--- src/rtl/msrv32_pkg.sv ---
// Shared msrv32 arbiter definitions: FSM state encoding and default bus widths.
package msrv32_pkg;

  localparam int unsigned DEF_ADDR_W = 32;
  localparam int unsigned DEF_DATA_W = 32;

  localparam logic [1:0] IDLE    = 2'd0;
  localparam logic [1:0] IF_WAIT = 2'd1;
  localparam logic [1:0] LS_WAIT = 2'd2;

endpackage

--- src/rtl/msrv32_mem_arbiter_if.sv ---
// Arbiter bus bundle: fetch port, load/store port and the external memory port.
// slave = arbiter view, master = requesters/memory view.
interface msrv32_mem_arbiter_if import msrv32_pkg::*; #(
  parameter int unsigned ADDR_W = DEF_ADDR_W,
  parameter int unsigned DATA_W = DEF_DATA_W
);
  logic                  if_req_in;
  logic [ADDR_W-1:0]     if_addr_in;
  logic                  if_gnt_out;
  logic                  if_rvalid_out;
  logic [DATA_W-1:0]     if_rdata_out;

  logic                  ls_req_in;
  logic                  ls_we_in;
  logic                  ls_misaligned_in;
  logic                  trap_taken_in;
  logic [ADDR_W-1:0]     ls_addr_in;
  logic [DATA_W-1:0]     ls_wdata_in;
  logic [DATA_W/8-1:0]   ls_wr_mask_in;
  logic                  ls_gnt_out;
  logic                  ls_rvalid_out;
  logic [DATA_W-1:0]     ls_rdata_out;
  logic                  ls_err_out;

  logic                  mem_req_out;
  logic                  mem_we_out;
  logic [ADDR_W-1:0]     mem_addr_out;
  logic [DATA_W-1:0]     mem_wdata_out;
  logic [DATA_W/8-1:0]   mem_wr_mask_out;
  logic                  mem_ack_in;
  logic [DATA_W-1:0]     mem_rdata_in;

  logic                  busy_out;

  modport slave (
    input  if_req_in, if_addr_in,
    output if_gnt_out, if_rvalid_out, if_rdata_out,
    input  ls_req_in, ls_we_in, ls_misaligned_in, trap_taken_in,
    input  ls_addr_in, ls_wdata_in, ls_wr_mask_in,
    output ls_gnt_out, ls_rvalid_out, ls_rdata_out, ls_err_out,
    output mem_req_out, mem_we_out, mem_addr_out, mem_wdata_out, mem_wr_mask_out,
    input  mem_ack_in, mem_rdata_in,
    output busy_out
  );

  modport master (
    output if_req_in, if_addr_in,
    input  if_gnt_out, if_rvalid_out, if_rdata_out,
    output ls_req_in, ls_we_in, ls_misaligned_in, trap_taken_in,
    output ls_addr_in, ls_wdata_in, ls_wr_mask_in,
    input  ls_gnt_out, ls_rvalid_out, ls_rdata_out, ls_err_out,
    input  mem_req_out, mem_we_out, mem_addr_out, mem_wdata_out, mem_wr_mask_out,
    output mem_ack_in, mem_rdata_in,
    input  busy_out
  );

endinterface

--- src/rtl/msrv32_arb_starve_ctr.sv ---
// Counts consecutive LS launches while fetch is waiting; force_if_o asks the
// arbiter to serve fetch next. Used only in the MSRV32_ARB_FAIRNESS_EN build.
module msrv32_arb_starve_ctr import msrv32_pkg::*; #(
  parameter int unsigned STARVE_LIMIT = 4
) (
  input  logic clk_i,
  input  logic rst_ni,
  input  logic if_req_i,
  input  logic if_launch_i,
  input  logic ls_launch_i,
  output logic force_if_o
);
  localparam int unsigned     CNT_W = (STARVE_LIMIT < 1) ? 1 : $clog2(STARVE_LIMIT + 1);
  localparam logic [CNT_W-1:0] LIMIT = CNT_W'(STARVE_LIMIT);

  logic [CNT_W-1:0] cnt_q, cnt_d;

  always_comb begin
    cnt_d = cnt_q;
    if (if_launch_i || !if_req_i) begin
      cnt_d = '0;
    end else if (ls_launch_i && cnt_q != LIMIT) begin
      cnt_d = cnt_q + 1'b1;
    end
  end

  always_ff @(posedge clk_i or negedge rst_ni) begin
    if (!rst_ni) cnt_q <= '0;
    else         cnt_q <= cnt_d;
  end

  assign force_if_o = (cnt_q == LIMIT);

endmodule

--- src/rtl/msrv32_mem_arbiter.sv ---
// Memory-port arbiter: one bus transaction at a time between fetch and load/store.
// Optional build macro: MSRV32_ARB_FAIRNESS_EN (bounded LS priority over fetch).
module msrv32_mem_arbiter import msrv32_pkg::*; #(
  parameter int unsigned ADDR_W       = DEF_ADDR_W,
  parameter int unsigned DATA_W       = DEF_DATA_W,
  parameter int unsigned STARVE_LIMIT = 4
) (
  input  logic                ms_riscv32_mp_clk_in,
  input  logic                ms_riscv32_mp_rst_n_in,
  msrv32_mem_arbiter_if.slave bus
);
  localparam int unsigned MASK_W = DATA_W / 8;

  logic [1:0]        state_q, state_d;
  logic              if_gnt_q, if_gnt_d, if_rvalid_q, if_rvalid_d;
  logic [DATA_W-1:0] if_rdata_q, if_rdata_d;
  logic              ls_gnt_q, ls_gnt_d, ls_rvalid_q, ls_rvalid_d, ls_err_q, ls_err_d;
  logic [DATA_W-1:0] ls_rdata_q, ls_rdata_d;
  logic              mem_req_q, mem_req_d, mem_we_q, mem_we_d;
  logic [ADDR_W-1:0] mem_addr_q, mem_addr_d;
  logic [DATA_W-1:0] mem_wdata_q, mem_wdata_d;
  logic [MASK_W-1:0] mem_mask_q, mem_mask_d;

  logic idle, ls_ok, ls_drop, if_launch, ls_launch, force_if;

  // A trap holds LS entirely (neither launched nor dropped) until it clears.
  assign idle      = (state_q == IDLE);
  assign ls_ok     = bus.ls_req_in & ~bus.ls_misaligned_in & ~bus.trap_taken_in;
  assign ls_drop   = idle & bus.ls_req_in & bus.ls_misaligned_in & ~bus.trap_taken_in;
  assign if_launch = idle & bus.if_req_in & (force_if | ~ls_ok);
  assign ls_launch = idle & ls_ok & ~if_launch;

`ifdef MSRV32_ARB_FAIRNESS_EN
  msrv32_arb_starve_ctr #(.STARVE_LIMIT(STARVE_LIMIT)) u_starve_ctr (
    .clk_i       (ms_riscv32_mp_clk_in),
    .rst_ni      (ms_riscv32_mp_rst_n_in),
    .if_req_i    (bus.if_req_in),
    .if_launch_i (if_launch),
    .ls_launch_i (ls_launch),
    .force_if_o  (force_if)
  );
`else
  logic unused_starve_limit;
  assign unused_starve_limit = ^STARVE_LIMIT;
  assign force_if            = 1'b0;
`endif

  always_comb begin
    state_d     = state_q;
    if_gnt_d    = if_launch;
    ls_gnt_d    = ls_drop | ls_launch;
    ls_err_d    = ls_drop;
    if_rvalid_d = 1'b0;
    ls_rvalid_d = 1'b0;
    if_rdata_d  = if_rdata_q;
    ls_rdata_d  = ls_rdata_q;
    mem_req_d   = mem_req_q;
    mem_we_d    = mem_we_q;
    mem_addr_d  = mem_addr_q;
    mem_wdata_d = mem_wdata_q;
    mem_mask_d  = mem_mask_q;
    case (state_q)
      IDLE: begin
        if (if_launch) begin
          state_d     = IF_WAIT;
          mem_req_d   = 1'b1;
          mem_we_d    = 1'b0;
          mem_addr_d  = bus.if_addr_in;
          mem_wdata_d = '0;
          mem_mask_d  = '0;
        end else if (ls_launch) begin
          state_d     = LS_WAIT;
          mem_req_d   = 1'b1;
          mem_we_d    = bus.ls_we_in;
          mem_addr_d  = bus.ls_addr_in;
          mem_wdata_d = bus.ls_wdata_in;
          mem_mask_d  = bus.ls_wr_mask_in;
        end
      end
      IF_WAIT: begin
        if (bus.mem_ack_in) begin
          state_d     = IDLE;
          mem_req_d   = 1'b0;
          if_rvalid_d = 1'b1;
          if_rdata_d  = bus.mem_rdata_in;
        end
      end
      LS_WAIT: begin
        if (bus.mem_ack_in) begin
          state_d     = IDLE;
          mem_req_d   = 1'b0;
          ls_rvalid_d = 1'b1;
          ls_rdata_d  = mem_we_q ? '0 : bus.mem_rdata_in;
        end
      end
      default: begin
        state_d   = IDLE;
        mem_req_d = 1'b0;
      end
    endcase
  end

  always_ff @(posedge ms_riscv32_mp_clk_in or negedge ms_riscv32_mp_rst_n_in) begin
    if (!ms_riscv32_mp_rst_n_in) begin
      state_q     <= IDLE;
      if_gnt_q    <= 1'b0;
      if_rvalid_q <= 1'b0;
      if_rdata_q  <= '0;
      ls_gnt_q    <= 1'b0;
      ls_rvalid_q <= 1'b0;
      ls_err_q    <= 1'b0;
      ls_rdata_q  <= '0;
      mem_req_q   <= 1'b0;
      mem_we_q    <= 1'b0;
      mem_addr_q  <= '0;
      mem_wdata_q <= '0;
      mem_mask_q  <= '0;
    end else begin
      state_q     <= state_d;
      if_gnt_q    <= if_gnt_d;
      if_rvalid_q <= if_rvalid_d;
      if_rdata_q  <= if_rdata_d;
      ls_gnt_q    <= ls_gnt_d;
      ls_rvalid_q <= ls_rvalid_d;
      ls_err_q    <= ls_err_d;
      ls_rdata_q  <= ls_rdata_d;
      mem_req_q   <= mem_req_d;
      mem_we_q    <= mem_we_d;
      mem_addr_q  <= mem_addr_d;
      mem_wdata_q <= mem_wdata_d;
      mem_mask_q  <= mem_mask_d;
    end
  end

  assign bus.if_gnt_out      = if_gnt_q;
  assign bus.if_rvalid_out   = if_rvalid_q;
  assign bus.if_rdata_out    = if_rdata_q;
  assign bus.ls_gnt_out      = ls_gnt_q;
  assign bus.ls_rvalid_out   = ls_rvalid_q;
  assign bus.ls_rdata_out    = ls_rdata_q;
  assign bus.ls_err_out      = ls_err_q;
  assign bus.mem_req_out     = mem_req_q;
  assign bus.mem_we_out      = mem_we_q;
  assign bus.mem_addr_out    = mem_addr_q;
  assign bus.mem_wdata_out   = mem_wdata_q;
  assign bus.mem_wr_mask_out = mem_mask_q;
  assign bus.busy_out        = (state_q != IDLE);

endmodule

--- src/flat_wrapper.sv ---
// flat-port wrapper written by rule: the top's interface ports become plain ports
module msrv32_mem_arbiter_flat import msrv32_pkg::*;
#(
  parameter int unsigned ADDR_W       = DEF_ADDR_W,
  parameter int unsigned DATA_W       = DEF_DATA_W,
  parameter int unsigned STARVE_LIMIT = 4
)
  (ms_riscv32_mp_clk_in, ms_riscv32_mp_rst_n_in, bus_if_req_in, bus_if_addr_in, bus_if_gnt_out, bus_if_rvalid_out, bus_if_rdata_out, bus_ls_req_in, bus_ls_we_in, bus_ls_misaligned_in, bus_trap_taken_in, bus_ls_addr_in, bus_ls_wdata_in, bus_ls_wr_mask_in, bus_ls_gnt_out, bus_ls_rvalid_out, bus_ls_rdata_out, bus_ls_err_out, bus_mem_req_out, bus_mem_we_out, bus_mem_addr_out, bus_mem_wdata_out, bus_mem_wr_mask_out, bus_mem_ack_in, bus_mem_rdata_in, bus_busy_out);
  msrv32_mem_arbiter_if #(.ADDR_W(ADDR_W), .DATA_W(DATA_W)) bus_i ();
  input  logic ms_riscv32_mp_clk_in;
  input  logic ms_riscv32_mp_rst_n_in;
  input wire logic [$bits(bus_i.if_req_in)-1:0] bus_if_req_in;
  input wire logic [$bits(bus_i.if_addr_in)-1:0] bus_if_addr_in;
  output wire logic [$bits(bus_i.if_gnt_out)-1:0] bus_if_gnt_out;
  output wire logic [$bits(bus_i.if_rvalid_out)-1:0] bus_if_rvalid_out;
  output wire logic [$bits(bus_i.if_rdata_out)-1:0] bus_if_rdata_out;
  input wire logic [$bits(bus_i.ls_req_in)-1:0] bus_ls_req_in;
  input wire logic [$bits(bus_i.ls_we_in)-1:0] bus_ls_we_in;
  input wire logic [$bits(bus_i.ls_misaligned_in)-1:0] bus_ls_misaligned_in;
  input wire logic [$bits(bus_i.trap_taken_in)-1:0] bus_trap_taken_in;
  input wire logic [$bits(bus_i.ls_addr_in)-1:0] bus_ls_addr_in;
  input wire logic [$bits(bus_i.ls_wdata_in)-1:0] bus_ls_wdata_in;
  input wire logic [$bits(bus_i.ls_wr_mask_in)-1:0] bus_ls_wr_mask_in;
  output wire logic [$bits(bus_i.ls_gnt_out)-1:0] bus_ls_gnt_out;
  output wire logic [$bits(bus_i.ls_rvalid_out)-1:0] bus_ls_rvalid_out;
  output wire logic [$bits(bus_i.ls_rdata_out)-1:0] bus_ls_rdata_out;
  output wire logic [$bits(bus_i.ls_err_out)-1:0] bus_ls_err_out;
  output wire logic [$bits(bus_i.mem_req_out)-1:0] bus_mem_req_out;
  output wire logic [$bits(bus_i.mem_we_out)-1:0] bus_mem_we_out;
  output wire logic [$bits(bus_i.mem_addr_out)-1:0] bus_mem_addr_out;
  output wire logic [$bits(bus_i.mem_wdata_out)-1:0] bus_mem_wdata_out;
  output wire logic [$bits(bus_i.mem_wr_mask_out)-1:0] bus_mem_wr_mask_out;
  input wire logic [$bits(bus_i.mem_ack_in)-1:0] bus_mem_ack_in;
  input wire logic [$bits(bus_i.mem_rdata_in)-1:0] bus_mem_rdata_in;
  output wire logic [$bits(bus_i.busy_out)-1:0] bus_busy_out;
  assign bus_i.if_req_in = bus_if_req_in;
  assign bus_i.if_addr_in = bus_if_addr_in;
  assign bus_if_gnt_out = bus_i.if_gnt_out;
  assign bus_if_rvalid_out = bus_i.if_rvalid_out;
  assign bus_if_rdata_out = bus_i.if_rdata_out;
  assign bus_i.ls_req_in = bus_ls_req_in;
  assign bus_i.ls_we_in = bus_ls_we_in;
  assign bus_i.ls_misaligned_in = bus_ls_misaligned_in;
  assign bus_i.trap_taken_in = bus_trap_taken_in;
  assign bus_i.ls_addr_in = bus_ls_addr_in;
  assign bus_i.ls_wdata_in = bus_ls_wdata_in;
  assign bus_i.ls_wr_mask_in = bus_ls_wr_mask_in;
  assign bus_ls_gnt_out = bus_i.ls_gnt_out;
  assign bus_ls_rvalid_out = bus_i.ls_rvalid_out;
  assign bus_ls_rdata_out = bus_i.ls_rdata_out;
  assign bus_ls_err_out = bus_i.ls_err_out;
  assign bus_mem_req_out = bus_i.mem_req_out;
  assign bus_mem_we_out = bus_i.mem_we_out;
  assign bus_mem_addr_out = bus_i.mem_addr_out;
  assign bus_mem_wdata_out = bus_i.mem_wdata_out;
  assign bus_mem_wr_mask_out = bus_i.mem_wr_mask_out;
  assign bus_i.mem_ack_in = bus_mem_ack_in;
  assign bus_i.mem_rdata_in = bus_mem_rdata_in;
  assign bus_busy_out = bus_i.busy_out;
  msrv32_mem_arbiter #(.ADDR_W(ADDR_W), .DATA_W(DATA_W), .STARVE_LIMIT(STARVE_LIMIT)) u_core (.ms_riscv32_mp_clk_in(ms_riscv32_mp_clk_in), .ms_riscv32_mp_rst_n_in(ms_riscv32_mp_rst_n_in), .bus(bus_i));
endmodule
--- config.mk ---
export PLATFORM = sky130hd
export DESIGN_NAME = msrv32_mem_arbiter_flat
export DESIGN_NICKNAME = d
export VERILOG_FILES = /design/src/rtl/msrv32_pkg.sv /design/src/rtl/msrv32_mem_arbiter_if.sv /design/src/rtl/msrv32_arb_starve_ctr.sv /design/src/rtl/msrv32_mem_arbiter.sv /design/src/flat_wrapper.sv
export SDC_FILE = /design/constraint.sdc
export NUM_CORES = 1
export LEC_CHECK = 0
export CORE_MARGIN = 2
export CORE_UTILIZATION = 44
export CTS_BUF_LIST = sky130_fd_sc_hd__clkbuf_8 sky130_fd_sc_hd__clkbuf_16
export CTS_CLUSTER_DIAMETER = 40
export DETAILED_ROUTE_END_ITERATION = 7
export PLACE_DENSITY = 0.95
export SYNTH_ARGS = -nofsm -noshare
export SYNTH_HDL_FRONTEND = slang
export SYNTH_SLANG_ARGS = --single-unit
export TNS_END_PERCENT = 30
--- constraint.sdc ---
create_clock -name ms_riscv32_mp_clk_in -period 5.15 [get_ports ms_riscv32_mp_clk_in]
set_input_delay 0.515 -clock ms_riscv32_mp_clk_in [delete_from_list [all_inputs] [get_ports ms_riscv32_mp_clk_in]]
set_output_delay 0.515 -clock ms_riscv32_mp_clk_in [all_outputs]
set_load 0.05 [all_outputs]
* Yosys cells after proc, flatten, opt, wreduce, memory -nomap -nowiden
Index checks and enable logic that the tools add are counted.
Cells by class: equality and inequality tests 4, multiplexer cells 20, bitwise operators 14, reductions and logical operators 8
Operators by type and width (count):
- two-way mux 32 bit | 5
- AND 1 bit | 9
- two-way mux 1 bit | 8
- two-way mux 4 bit | 2
- AND reduction 2 bit | 4
- two-way mux 2 bit | 3
- inverter 1 bit | 4
- one-hot mux 2 bit (2 select lines) | 1
- nonzero test 2 bit | 2
- inequality test 3 x 2 -> 1 bit (second input constant) | 1
- == test 2 x 1 -> 1 bit (second input constant) | 1
- == test 2 bit (second input constant) | 1
- logical NOT 2 bit | 1
- inequality test 2 x 1 -> 1 bit (second input constant) | 1
- one-hot mux 1 bit (2 select lines) | 1
- OR reduction 2 bit | 1
- OR 1 bit | 1
Word-level totals: flip-flop bits (word level) 141, input bits 140, output and inout port bits 140, logic and storage cells 59

* Logic depth before layout (Yosys ltp)
depth after elaboration 10, depth in mapped cells 8, depth with buffers taken out 5

* Worst setup path before layout
Ideal clock, no wire load.
path kind register to register, start register u_core.state_q[0], end register u_core.mem_addr_q[0] (netlist: u_core.bus.mem_addr_out[0]), library setup time 0.124 ns, arrival 1.543 ns, required time 5.026 ns, slack 3.483 ns, cell stages (with the launch flop) 8, path buffers 2, period minus slack after synthesis 1.667 ns, cells stage by stage dfrtp_1 -> inv_1 -> ha_1 -> and2_1 -> buf_2 -> clkbuf_1 -> and3_1 -> a211o_1
Between the ends: cells in the longest elaborated chain, start to end 7, elaborated cells on any way between the ends 9, classes of those cells 1 x mux; 5 x bitwise; 3 x reduce/logical
Ends and longest elaborated chain:
- start: declaration | line msrv32_mem_arbiter.sv:14 | logic [1:0] state_q, state_d;
- start signal: assignment | line msrv32_mem_arbiter.sv:119 | state_q <= state_d;
- logical NOT 2 bit * | line msrv32_mem_arbiter.sv:27 | assign idle = (state_q == IDLE);
- net u_core.idle | line msrv32_mem_arbiter.sv:24 | logic idle, ls_ok, ls_drop, if_launch, ls_launch, force_if;
- AND 1 bit (2 in series) | line msrv32_mem_arbiter.sv:30 | assign if_launch = idle & bus.if_req_in & (force_if | ~ls_ok);
- inverter 1 bit | line msrv32_mem_arbiter.sv:31 | assign ls_launch = idle & ls_ok & ~if_launch;
- AND 1 bit | line msrv32_mem_arbiter.sv:31
- nonzero test 2 bit (no line)
- AND reduction 2 bit (no line)
- end signal: assignment | line msrv32_mem_arbiter.sv:129 | mem_addr_q <= mem_addr_d;
- end: declaration | line msrv32_mem_arbiter.sv:20 | logic [ADDR_W-1:0] mem_addr_q, mem_addr_d;
Mark *: on every way through the listed nets, which the timed path passes. The rest lies on a longest branch. A chain may end at the register's enable or synchronous reset.

* Worst setup path in the final report
start register u_core.state_q[1], end register u_core.mem_addr_q[7] (netlist: u_core.bus.mem_addr_out[7])
Same word-level chain as after synthesis.

==> flow_summary.ini <==
[setup_path]
reg2reg_from = u_core.state_q[1]
cp_max_fo = 37
cp_data_required_time_ps = 5430
path_cells = inv_1, ha_1, and2_1, nor2_4, buf_4, a211o_1
crit_path_start_kind = flip-flop
worstSetupStartpoint = u_core.state_q[1]
endpoint_kind = flip-flop
path_buf_inv = 2
crit_family = simple AND/OR/NAND/NOR gates
arrival_ps = 3800
criticalPathCategory = flip-flop to flip-flop
critPathSlowestCell = and2_1
max_stage_delay_ps = 950

[power]
power_uw = 6540
power_density_nw_per_um2 = 706
ir_worst_vdd_mv = 0.362
p_leak_uw = 0.00441

[global_route]
antenna_found_initial = 0
track_usage = 0.248
use_met1 = 0.294
grt_pass1_vias = 5128
grtUsageMet3 = 0.0681
grt_max_degree = 84
grt_overflow = 0
grt_use_met2 = 0.427
grt_pass1_wl_um = 27300
busiest_layer = met2

[placement]
gp_congestion = 0.829
io_buffers = 279
dp_hpwl_um = 12200

[die]
pin_count = 280
die_area_sq_um = 14000
die-width_um = 118
die_h_um = 118
start_util = 0.454
num_rows = 41
coreArea_sq_um = 12700

[sta]
slew_headroom = 0.277
finClkSkew_ps = 4.64
rsz0062_at_grt = false
fin_crit_ps = 3520
setup_viol = 0
fmax_ghz = 0.284
period_share = 0.683
drv_slew = 0
hold_violations = 0
whs_ps = 157
tightest_slew_ps = 1090
fin_setup_tns_ps = 0

[cells_and_area]
area_growth_pct = 61.0
fillers = 790
final-seq-area_sq_um = 3530
layout_common_cells = 278 x clkdlybuf4s50_1, 141 x dfrtp_1, 64 x and3_1
nets = 875
diodes = 0
drive_gt1_frac = 0.0968
layout.cells.most_common = clkdlybuf4s50_1
multiInputGateArea_sq_um = 2020
postLayoutCoreUtil = 0.730

[synth]
yosys.area_share.adder = 0.00653
synth_warnings = 0
synthCells = 467
synth_top_family_by_area = simple AND/OR/NAND/NOR gates
netlist_top_cells_area = dfrtp_1 61%, and3_1 7.0%, mux2_2 6.3%
synthSimpleGateAreaFrac = 0.141
synth_top_area_share = 0.614
post_synth_xor_area_fraction = 0
synth_compound_area_frac = 0.139
syn_area_per_cell_sq_um = 12.3
synth_seq_cells = 141
syn-num-nets = 610
synth.distinct_cells = 23
synth-seq-area-share = 0.614
synth_area_leader_cell = dfrtp_1
syn_area_sq_um = 5750
synthMuxAreaShare = 0.0627

[clock_network]
cts_max_path_buffers = 2
clockRootBuffer = clkbuf_16
cts_hold_buffers = 0
cts_tree = built
cts_setup_buffers = 0
cts_sinks = 141
htreeDepth = 4
clock_latency_ps = 400
numCtsBuffers = 17
cts_resized = 0
clkTransAtPathRegs_ps = 60

[run_status]
status = completed

[routing]
drc = 0
drt_iter0_drc = 470
drtAntennaViolNets = 0
wl_per_cell_um = 18.8
via_count = 4898
routed_via_density = 5.35
route.final.wire_length_um = 17200
dr.pass1.iters = 4

[hold_path]
holdCritPathClass = primary input to async pin

[run]
maxCapViolations = 0
report_power, final:
| group | switching [uW] | internal [uW] | total [uW] |
|---|---|---|---|
| Combinational | 2200 | 1180 | 3380 |
| Sequential | 280 | 1550 | 1830 |
| Clock | 443 | 879 | 1320 |
cell families (layout without fill, tap and decap cells):
family	count (synthesis)	in the layout
AO/OA/AOI/OAI	107	107
buffers and inverters	43	320
adder cells (fa/ha/maj)	3	3
multiplexers	32	32
AND/OR/NAND/NOR	141	141
flip-flops	141	141
worst paths after layout:
check / to / slack, ps / cells past startpoint
max: u_core.bus.mem_addr_out[7] / 1630 / 6
max in group asynchronous: u_core.bus.mem_wdata_out[26] / 3760 / 2
min reg2reg: u_core.bus.ls_rdata_out[20] / 480 / 2
min: u_core.bus.ls_rdata_out[10] / 160 / 1
max reg2reg: u_core.bus.mem_addr_out[7] / 1630 / 6
min in group ms_riscv32_mp_clk_in: u_core.bus.ls_rdata_out[20] / 480 / 2
metrics by stage:
step	setup slack, ps	std cells	cell area [sq um]
final	1630	916	9250
after CTS	1700	916	9250
after global placement	1930	885	8610
after detailed placement	1710	885	8610
after floorplan	3480	467	5750
after global routing	1410	916	9250
per-layer routing:
metal	wire (um)	vias up
met1	6670	2395
met4	490	0
met3	1430	43
met5	0	-
met2	8640	259
li1	-	2201
cell usage after synthesis, drive strengths merged:
cell	n
mux2	32
a22oi	1
buf	18
inv	6
a21oi	2
and3	64
nand2b	33
nor2	1
and2	3
and4bb	1
o21a	1
dfrtp	141
a22o	37
nand2	36
a211o	32
o21ai	34
clkbuf	19
ha	3
nor3b	2
or3b	1
sequential cells by signal (all words and copies together) (netlist names), 2 cells and up:
name                        flops
u_core.bus.mem_wdata_out       32
u_core.bus.mem_wr_mask_out      4
u_core.bus.if_rdata_out        32
u_core.bus.ls_rdata_out        32
u_core.bus.mem_addr_out        32
u_core.state_q                  2
area by class of cell:
class / count / area share
Inverter: 6 / 0.00243
Sequential cell: 141 / 0.381
Clock inverter: 12 / 0.0210
Multi-Input combinational cell: 283 / 0.218
Clock buffer: 19 / 0.0490
Timing Repair Buffer: 283 / 0.305
Tap cell: 172 / 0.0233
Note: power is estimated with default switching activity, not from simulation.
